$ cat config.mk
export PLATFORM = sky130hd
export DESIGN_NAME = fpdiv_seq
export DESIGN_NICKNAME = d
export VERILOG_FILES = /design/src/rtl/fpdiv_seq.sv
export SDC_FILE = /design/constraint.sdc
export NUM_CORES = 1
export LEC_CHECK = 0
export ABC_AREA = 1
export CAP_MARGIN = 40
export CORE_MARGIN = 3
export CORE_UTILIZATION = 40
export CTS_CLUSTER_SIZE = 12
export DETAILED_ROUTE_END_ITERATION = 16
export GPL_TIMING_DRIVEN = 0
export REMOVE_ABC_BUFFERS = 1
export SLEW_MARGIN = 20
export SYNTH_ARGS = -nofsm -noshare
export SYNTH_HDL_FRONTEND = slang
export SYNTH_SLANG_ARGS = --single-unit
export TNS_END_PERCENT = 50
$ cat constraint.sdc
create_clock -name Clk -period 8.3 [get_ports Clk]
set_input_delay 0.83 -clock Clk [delete_from_list [all_inputs] [get_ports Clk]]
set_output_delay 0.83 -clock Clk [all_outputs]
set_load 0.02 [all_outputs]
$ cat src/rtl/fpdiv_seq.sv
// Sequential IEEE-754 single-precision divider, P = A / B.
// Restoring division at one quotient bit per clock, then guard-bit rounding and a registered load.
module fpdiv_seq (
  input  logic        Clk,
  input  logic        Rst,
  input  logic        Start,
  input  logic [31:0] A,
  input  logic [31:0] B,
  output logic        Busy,
  output logic        Done,
  output logic [31:0] P,
  output logic        OF,
  output logic        UF,
  output logic        NaNF,
  output logic        InfF,
  output logic        DNF,
  output logic        ZF,
  output logic        DZF
);

  localparam int unsigned QBITS = 25;
  localparam int unsigned EXPW  = 10;

  localparam logic [2:0] IDLE   = 3'd0;
  localparam logic [2:0] UNPACK = 3'd1;
  localparam logic [2:0] ALIGN  = 3'd2;
  localparam logic [2:0] DIV    = 3'd3;
  localparam logic [2:0] ROUND  = 3'd4;
  localparam logic [2:0] FINAL  = 3'd5;
  localparam logic [2:0] DONE   = 3'd6;

  // Flag vector layout: {OF, UF, NaNF, InfF, DNF, ZF, DZF}
  localparam logic [6:0] FL_OF  = 7'b1000000;
  localparam logic [6:0] FL_UF  = 7'b0100000;
  localparam logic [6:0] FL_NAN = 7'b0010000;
  localparam logic [6:0] FL_INF = 7'b0001000;
  localparam logic [6:0] FL_DN  = 7'b0000100;
  localparam logic [6:0] FL_Z   = 7'b0000010;
  localparam logic [6:0] FL_DZ  = 7'b0000001;

  logic [2:0]             state_q, state_d;
  logic [31:0]            a_q, a_d, b_q, b_d;
  logic                   sign_q, sign_d;
  logic signed [EXPW-1:0] exp_q, exp_d;
  logic [23:0]            ma_q, ma_d, mb_q, mb_d;
  logic [25:0]            rem_q, rem_d;
  logic [QBITS-1:0]       quo_q, quo_d;
  logic [4:0]             cnt_q, cnt_d;
  logic [23:0]            man_q, man_d;
  logic                   special_q, special_d;
  logic [31:0]            sp_p_q, sp_p_d;
  logic [6:0]             sp_fl_q, sp_fl_d;
  logic [31:0]            p_q, p_d;
  logic [6:0]             fl_q, fl_d;

  // Operand classification; denormals count as zero
  logic [7:0]  ea, eb;
  logic [22:0] fa, fb;
  logic        a_nan, b_nan, a_inf, b_inf, a_zero, b_zero, any_dn;

  always_comb begin
    ea     = a_q[30:23];
    eb     = b_q[30:23];
    fa     = a_q[22:0];
    fb     = b_q[22:0];
    a_nan  = (ea == 8'hFF) && (fa != 23'd0);
    b_nan  = (eb == 8'hFF) && (fb != 23'd0);
    a_inf  = (ea == 8'hFF) && (fa == 23'd0);
    b_inf  = (eb == 8'hFF) && (fb == 23'd0);
    a_zero = (ea == 8'h00);
    b_zero = (eb == 8'h00);
    any_dn = (a_zero && (fa != 23'd0)) || (b_zero && (fb != 23'd0));
  end

  logic [25:0] mb_ext, rem_sub;
  logic        rem_ge;
  logic [24:0] rnd_sum;

  always_comb begin
    mb_ext  = {2'b00, mb_q};
    rem_ge  = rem_q >= mb_ext;
    rem_sub = rem_ge ? (rem_q - mb_ext) : rem_q;
    rnd_sum = {1'b0, quo_q[QBITS-1:1]} + {24'd0, quo_q[0]};
  end

  always_comb begin
    state_d   = state_q;
    a_d       = a_q;
    b_d       = b_q;
    sign_d    = sign_q;
    exp_d     = exp_q;
    ma_d      = ma_q;
    mb_d      = mb_q;
    rem_d     = rem_q;
    quo_d     = quo_q;
    cnt_d     = cnt_q;
    man_d     = man_q;
    special_d = special_q;
    sp_p_d    = sp_p_q;
    sp_fl_d   = sp_fl_q;
    p_d       = p_q;
    fl_d      = fl_q;

    case (state_q)
      IDLE: begin
        if (Start) begin
          a_d     = A;
          b_d     = B;
          state_d = UNPACK;
        end
      end

      UNPACK: begin
        sign_d    = a_q[31] ^ b_q[31];
        special_d = 1'b1;
        sp_fl_d   = any_dn ? FL_DN : 7'd0;
        state_d   = FINAL;
        if (a_nan || b_nan || (a_zero && b_zero) || (a_inf && b_inf)) begin
          sp_p_d  = 32'h7FC0_0000;
          sp_fl_d = sp_fl_d | FL_NAN;
        end else if (a_inf || b_zero) begin
          sp_p_d  = {a_q[31] ^ b_q[31], 8'hFF, 23'd0};
          sp_fl_d = sp_fl_d | FL_INF | (a_inf ? 7'd0 : FL_DZ);
        end else if (a_zero || b_inf) begin
          sp_p_d  = {a_q[31] ^ b_q[31], 31'd0};
          sp_fl_d = sp_fl_d | FL_Z;
        end else begin
          special_d = 1'b0;
          ma_d      = {1'b1, fa};
          mb_d      = {1'b1, fb};
          exp_d     = $signed({2'b00, ea}) - $signed({2'b00, eb}) + 10'sd127;
          state_d   = ALIGN;
        end
      end

      ALIGN: begin
        if (ma_q < mb_q) begin
          rem_d = {1'b0, ma_q, 1'b0};
          exp_d = exp_q - 10'sd1;
        end else begin
          rem_d = {2'b00, ma_q};
        end
        quo_d   = '0;
        cnt_d   = 5'd0;
        state_d = DIV;
      end

      DIV: begin
        rem_d = rem_sub << 1;
        quo_d = {quo_q[QBITS-2:0], rem_ge};
        cnt_d = cnt_q + 5'd1;
        if (cnt_q == 5'(QBITS - 1)) begin
          state_d = ROUND;
        end
      end

      ROUND: begin
        if (rnd_sum[24]) begin
          man_d = 24'h80_0000;
          exp_d = exp_q + 10'sd1;
        end else begin
          man_d = rnd_sum[23:0];
        end
        state_d = FINAL;
      end

      FINAL: begin
        if (special_q) begin
          p_d  = sp_p_q;
          fl_d = sp_fl_q;
        end else if (exp_q >= 10'sd255) begin
          p_d  = {sign_q, 8'hFF, 23'd0};
          fl_d = FL_OF | FL_INF;
        end else if (exp_q <= 10'sd0) begin
          p_d  = {sign_q, 31'd0};
          fl_d = FL_UF | FL_Z;
        end else begin
          p_d  = {sign_q, exp_q[7:0], man_q[22:0]};
          fl_d = 7'd0;
        end
        state_d = DONE;
      end

      DONE:    state_d = IDLE;
      default: state_d = IDLE;
    endcase
  end

  always_ff @(posedge Clk or posedge Rst) begin
    if (Rst) begin
      state_q   <= IDLE;
      a_q       <= '0;
      b_q       <= '0;
      sign_q    <= 1'b0;
      exp_q     <= '0;
      ma_q      <= '0;
      mb_q      <= '0;
      rem_q     <= '0;
      quo_q     <= '0;
      cnt_q     <= '0;
      man_q     <= '0;
      special_q <= 1'b0;
      sp_p_q    <= '0;
      sp_fl_q   <= '0;
      p_q       <= '0;
      fl_q      <= '0;
    end else begin
      state_q   <= state_d;
      a_q       <= a_d;
      b_q       <= b_d;
      sign_q    <= sign_d;
      exp_q     <= exp_d;
      ma_q      <= ma_d;
      mb_q      <= mb_d;
      rem_q     <= rem_d;
      quo_q     <= quo_d;
      cnt_q     <= cnt_d;
      man_q     <= man_d;
      special_q <= special_d;
      sp_p_q    <= sp_p_d;
      sp_fl_q   <= sp_fl_d;
      p_q       <= p_d;
      fl_q      <= fl_d;
    end
  end

  assign Busy = (state_q != IDLE);
  assign Done = (state_q == DONE);
  assign P    = p_q;
  assign OF   = fl_q[6];
  assign UF   = fl_q[5];
  assign NaNF = fl_q[4];
  assign InfF = fl_q[3];
  assign DNF  = fl_q[2];
  assign ZF   = fl_q[1];
  assign DZF  = fl_q[0];

endmodule

==> flow_summary_export.csv <==
group,metric,value,unit
global_routing,grt.met1_usage,25.54,%
clock_network,clk_transition_reported_paths,0.06,ns
global_routing,grt_start_max_net_pins,97,
logic_synthesis,async_s_r_ff_share_synth,100.0,%
clock_network,cts_setup_buffers,0,
place,placed_cells,2409,
worst_setup_path,worstPathRequired,8.73,ns
logic_synthesis,synth.largest_area_cell,"sky130_fd_sc_hd__dfrtp_1",
detailed_routing,drtAntennaViolNets,0,
worst_setup_path,flop2flop_setup_slack,4.84,ns
detailed_routing,vias,12320,
worst_hold_path,hold_path.startpoint,"a_q[9]$_DFFE_PP0P_",
worst_setup_path,timing.reg2reg.worst_path_depth,13,
cells_and_area,final_util,48.47,%
logic_synthesis,seq_total_area_yosys,43.96,%
cells_and_area,finish.net_count,2123,
die,start_util,41.02,%
detailed_routing,drt-total-wl,36.38,mm
logic_synthesis,post-synth-top-area-fraction,43.96,%
worst_setup_path,crit_buf_inv,2,
die,floorplan.die.width,195.4,µm
clock_network,clock-sinks,252,
global_routing,globalRoute.busiestLayer,"met2",
die,core.rowCount,68,
logic_synthesis,unique_cell_type_count_in_the_yosys_netlist,49,
logic_synthesis,synth_area_per_cell,7.582,µm²
die,boundaryPins,108,
die,die_y,195.4,µm
global_routing,grt_use_met2,32.51,%
worst_setup_path,worst_setup_path_end_kind,"flop",
power_and_ir_drop,power.density_cell_area,435.7,nW/µm²
global_routing,via_count_of_the_first_global_routing_pass,12090,
cells_and_area,post_route_cells_drive_above_1_share,5.533,%
power_and_ir_drop,power.share.clock,17.6,%
worst_setup_path,critical_path.max_fanout,28,
clock_network,htree_num_levels,1,
sta,fmax,0.2892,GHz
worst_hold_path,min_delay_worst_endpoint,"ma_q[9]$_DFFE_PP0P_",
detailed_routing,firstDrtPassIters,5,
sta,worst_slew_pin_slew,0.7783,ns
place,portBuffers,107,
cells_and_area,final_non_filler_cell_area,16950,µm²
power_and_ir_drop,total_switching_power,3.461,mW
worst_hold_path,worst_hold_depth,2,
detailed_routing,avgRoutedWirePerCell,14.78,µm
power_and_ir_drop,fin_total_pwr,7.385,mW
sta,slew_headroom,47.83,%
clock_network,tritoncts,"yes",
power_and_ir_drop,power_leakage,8.249,nW
die,die_area,38170,µm²
place,gp_congestion,0.9106,
sta,layout_worst_path_cycle_share,41.66,%
worst_setup_path,slowest_stage,"sky130_fd_sc_hd__nand2_2",
worst_setup_path,worstReg2RegStart,"mb_q[21]$_DFFE_PP0P_",
worst_setup_path,arrival,3.89,ns
worst_setup_path,r2r-end,"rem_q[14]$_DFFE_PP0P_",
place,detailedPlacementHpwl,26.63,mm
detailed_routing,drt_iter0_markers,703,
detailed_routing,drt-vias-per-instance,5.007,
logic_synthesis,number_of_flops_mapped_to_enable_cells_by_yosys,0,
worst_setup_path,worstSetupPathType,"flop to flop",
sta,worst_clock_skew,0.01254,ns
place,detailed_place.area,15960,µm²
worst_setup_path,path_delay_family,"simple AND/OR/NAND/NOR gates",
sta,setup-violations-final,0,
power_and_ir_drop,p_seq_share,26.9,%
global_routing,wire_length_of_the_first_global_routing_pass,60.55,mm
worst_hold_path,hp-class,"flop to flop",
status,run_status,"finished clean",
clock_network,cts_made_buffers,29,
sta,final-max-slew-violation-count,0,
detailed_routing,drc_violation_count_after_routing,0,
cells_and_area,area_delta_synth_final,18.15,%
die,core_footprint,34970,µm²
power_and_ir_drop,combinationalPowerShare,55.5,%
clock_network,post_cts_hold_fix_bufs,0,
sta,setup_repair_after_global_routing_missed_its_margin,"no",
clock_network,clockRootBuffer,"sky130_fd_sc_hd__clkbuf_16",
worst_setup_path,slowest_delay,0.62,ns
logic_synthesis,synth-main-ff-cell,"sky130_fd_sc_hd__dfrtp_1",
power_and_ir_drop,ir_drop,0.0002234,V
logic_synthesis,netlist_instances,1892,
sta,finalCriticalPeriod,3.458,ns
power_and_ir_drop,power.switching_fraction,46.86,%
clock_network,cts-resized-gates,0,
cells_and_area,finish.cell_count_without_fillers,2461,
logic_synthesis,yosys_register_bits,252,
worst_setup_path,setup.worst_path.start_class,"flop",
cells_and_area,antenna_cells_inserted,0,
logic_synthesis,synthesis.area,14350,µm²
global_routing,total_congestion_overflow,0,
clock_network,clock_latency,0.55,ns
logic_synthesis,yosys_warnings,0,
power_and_ir_drop,p_int,3.924,mW
logic_synthesis,synth_area_leaders,"sky130_fd_sc_hd__dfrtp_1 44%, sky130_fd_sc_hd__nand2_1 13%, sky130_fd_sc_hd__inv_1 6.5%",
global_routing,initial_antenna_violation_count,0,
sta,final_number_of_hold_violating_endpoints,0,
job,cap_violations,0,
worst_setup_path,worstPathCellList,"inv_1 > ha_1 > nand2_1 > nor2_1 > nand4_1 > nor2_1 > nand2_1 > nand2_2 > inv_1 > nand2_1 > nand3_1 > o21ai_0 > nor2_1",
global_routing,global_route.usage.total,18.93,%
global_routing,grtUsageMet3,2.157,%
clock_network,cts_buffer_depth,3,
Yosys cell counts, types with 2 or more instances:
library cell,n
sky130_fd_sc_hd__o32ai_1,2
sky130_fd_sc_hd__inv_1,249
sky130_fd_sc_hd__buf_1,3
sky130_fd_sc_hd__o21ai_1,25
sky130_fd_sc_hd__buf_2,14
sky130_fd_sc_hd__o31ai_1,3
sky130_fd_sc_hd__xnor2_1,10
sky130_fd_sc_hd__nand3_1,128
sky130_fd_sc_hd__clkbuf_1,33
sky130_fd_sc_hd__nor4_1,3
sky130_fd_sc_hd__and2_1,2
sky130_fd_sc_hd__nor2_1,175
sky130_fd_sc_hd__nor2_2,6
sky130_fd_sc_hd__o22ai_1,28
sky130_fd_sc_hd__a21oi_1,108
sky130_fd_sc_hd__or2_2,3
sky130_fd_sc_hd__nand4_1,40
sky130_fd_sc_hd__nand3b_1,3
sky130_fd_sc_hd__ha_1,68
sky130_fd_sc_hd__nand2_2,4
sky130_fd_sc_hd__nand2_1,504
sky130_fd_sc_hd__inv_2,11
sky130_fd_sc_hd__nor2_4,3
sky130_fd_sc_hd__xor2_1,22
sky130_fd_sc_hd__mux2_2,19
sky130_fd_sc_hd__nor3_1,18
sky130_fd_sc_hd__nand3_2,3
sky130_fd_sc_hd__o211ai_1,2
sky130_fd_sc_hd__buf_4,2
sky130_fd_sc_hd__o21bai_1,11
sky130_fd_sc_hd__nor3b_1,2
sky130_fd_sc_hd__or2_1,2
sky130_fd_sc_hd__dfrtp_1,252
sky130_fd_sc_hd__o21ai_0,118
sky130_fd_sc_hd__fa_1,2
cell families after synthesis:
group | Yosys count | share of synthesized area, %
simple gates | 900 | 26.46
xor+xnor | 32 | 1.954
mux | 19 | 1.492
buf+inv | 313 | 8.417
flops | 252 | 43.96
compound gates | 306 | 11.50
fa+ha+maj | 70 | 6.210
registers in the layout, summed over array words and instances, names as in the netlist:
signal	flops
P	32
a_q	32
b_q	32
rem_q	26
quo_q	25
ma_q	24
man_q	23
mb_q	23
exp_q	10
fl_q	7
cnt_q	5
sp_fl_q	5
sp_p_q	3
state_q	3
sign_q	1
special_q	1
metal layers:
layer  vias to the layer above  wire [µm]  share of wire (%)
met1                      5752      16970                 47
met5                         -          0                  0
li1                       6312          -                  -
met2                       206      17260                 47
met4                         0        882                2.4
met3                        53       1275                3.5
worst register-to-register path, stage by stage, from the launching register on:
cell and delay (ns):
sky130_fd_sc_hd__dfrtp_1 0.34, sky130_fd_sc_hd__inv_1 0.10, sky130_fd_sc_hd__ha_1 0.31, sky130_fd_sc_hd__nand2_1 0.05, sky130_fd_sc_hd__nor2_1 0.14, sky130_fd_sc_hd__nand4_1 0.26
sky130_fd_sc_hd__nor2_1 0.25, sky130_fd_sc_hd__nand2_1 0.33, sky130_fd_sc_hd__nand2_2 0.62, sky130_fd_sc_hd__inv_1 0.50, sky130_fd_sc_hd__nand2_1 0.17, sky130_fd_sc_hd__nand3_1 0.09
sky130_fd_sc_hd__o21ai_0 0.11, sky130_fd_sc_hd__nor2_1 0.07
power groups by stage:
stage,Sequential [mW],Combinational [mW],Clock [mW]
floorplan,1.97,2.96,0
global placement,2.00,3.98,0
detailed placement,2.01,4.08,0
CTS,1.99,4.12,1.33
global route,2.05,4.72,1.38
finish,1.99,4.10,1.30
cell type report:
class / count / area [µm²]
clock buffers: 43 / 848.3
clock inverters: 8 / 122.6
fillers: 3460 / 18020
inverters: 260 / 983.4
multi-input cells: 1327 / 6857
flip-flops and latches: 252 / 6306
well taps: 455 / 569.3
repair buffers: 116 / 1262
layout by cell type, fill, tap and decap left out, drive strengths merged, types with 22 or more instances in the layout:
cell type | synthesis | final
a21oi | 110 | 110
clkbuf | 33 | 43
clkdlybuf4s50 | 0 | 107
dfrtp | 252 | 252
ha | 68 | 68
inv | 260 | 261
nand2 | 509 | 509
nand3 | 131 | 131
nand4 | 41 | 41
nor2 | 184 | 184
o21ai | 143 | 143
o22ai | 28 | 28
xor2 | 22 | 22
worst max path at each step:
stage / startpoint / endpoint / slack [ns] / cells past startpoint
global placement: Rst / b_q[14]$_DFFE_PP0P_ / -3.00 / 2
finish: mb_q[21]$_DFFE_PP0P_ / rem_q[14]$_DFFE_PP0P_ / 4.84 / 13
detailed placement: mb_q[21]$_DFFE_PP0P_ / rem_q[8]$_DFFE_PP0P_ / 4.85 / 13
global route: mb_q[21]$_DFFE_PP0P_ / rem_q[5]$_DFFE_PP0P_ / 4.54 / 13
CTS: mb_q[21]$_DFFE_PP0P_ / rem_q[8]$_DFFE_PP0P_ / 4.84 / 13
floorplan: Rst / P[0]$_DFFE_PP0N_ / 0.54 / 1
per-stage QoR:
stage | TNS, ns | worst slack, ns | hold WS (ns)
6_report | 0 | 4.842 | 0.4788
5_1_grt | 0 | 4.543 | 0.5023
4_1_cts | 0 | 4.837 | 0.4872
3_5_place_dp | 0 | 4.848 | 0.4696
3_3_place_gp | -749.57 | -3.004 | 0.4622
2_1_floorplan | 0 | 0.5417 | 0.4422
Note: power is estimated with default switching activity, not from simulation.
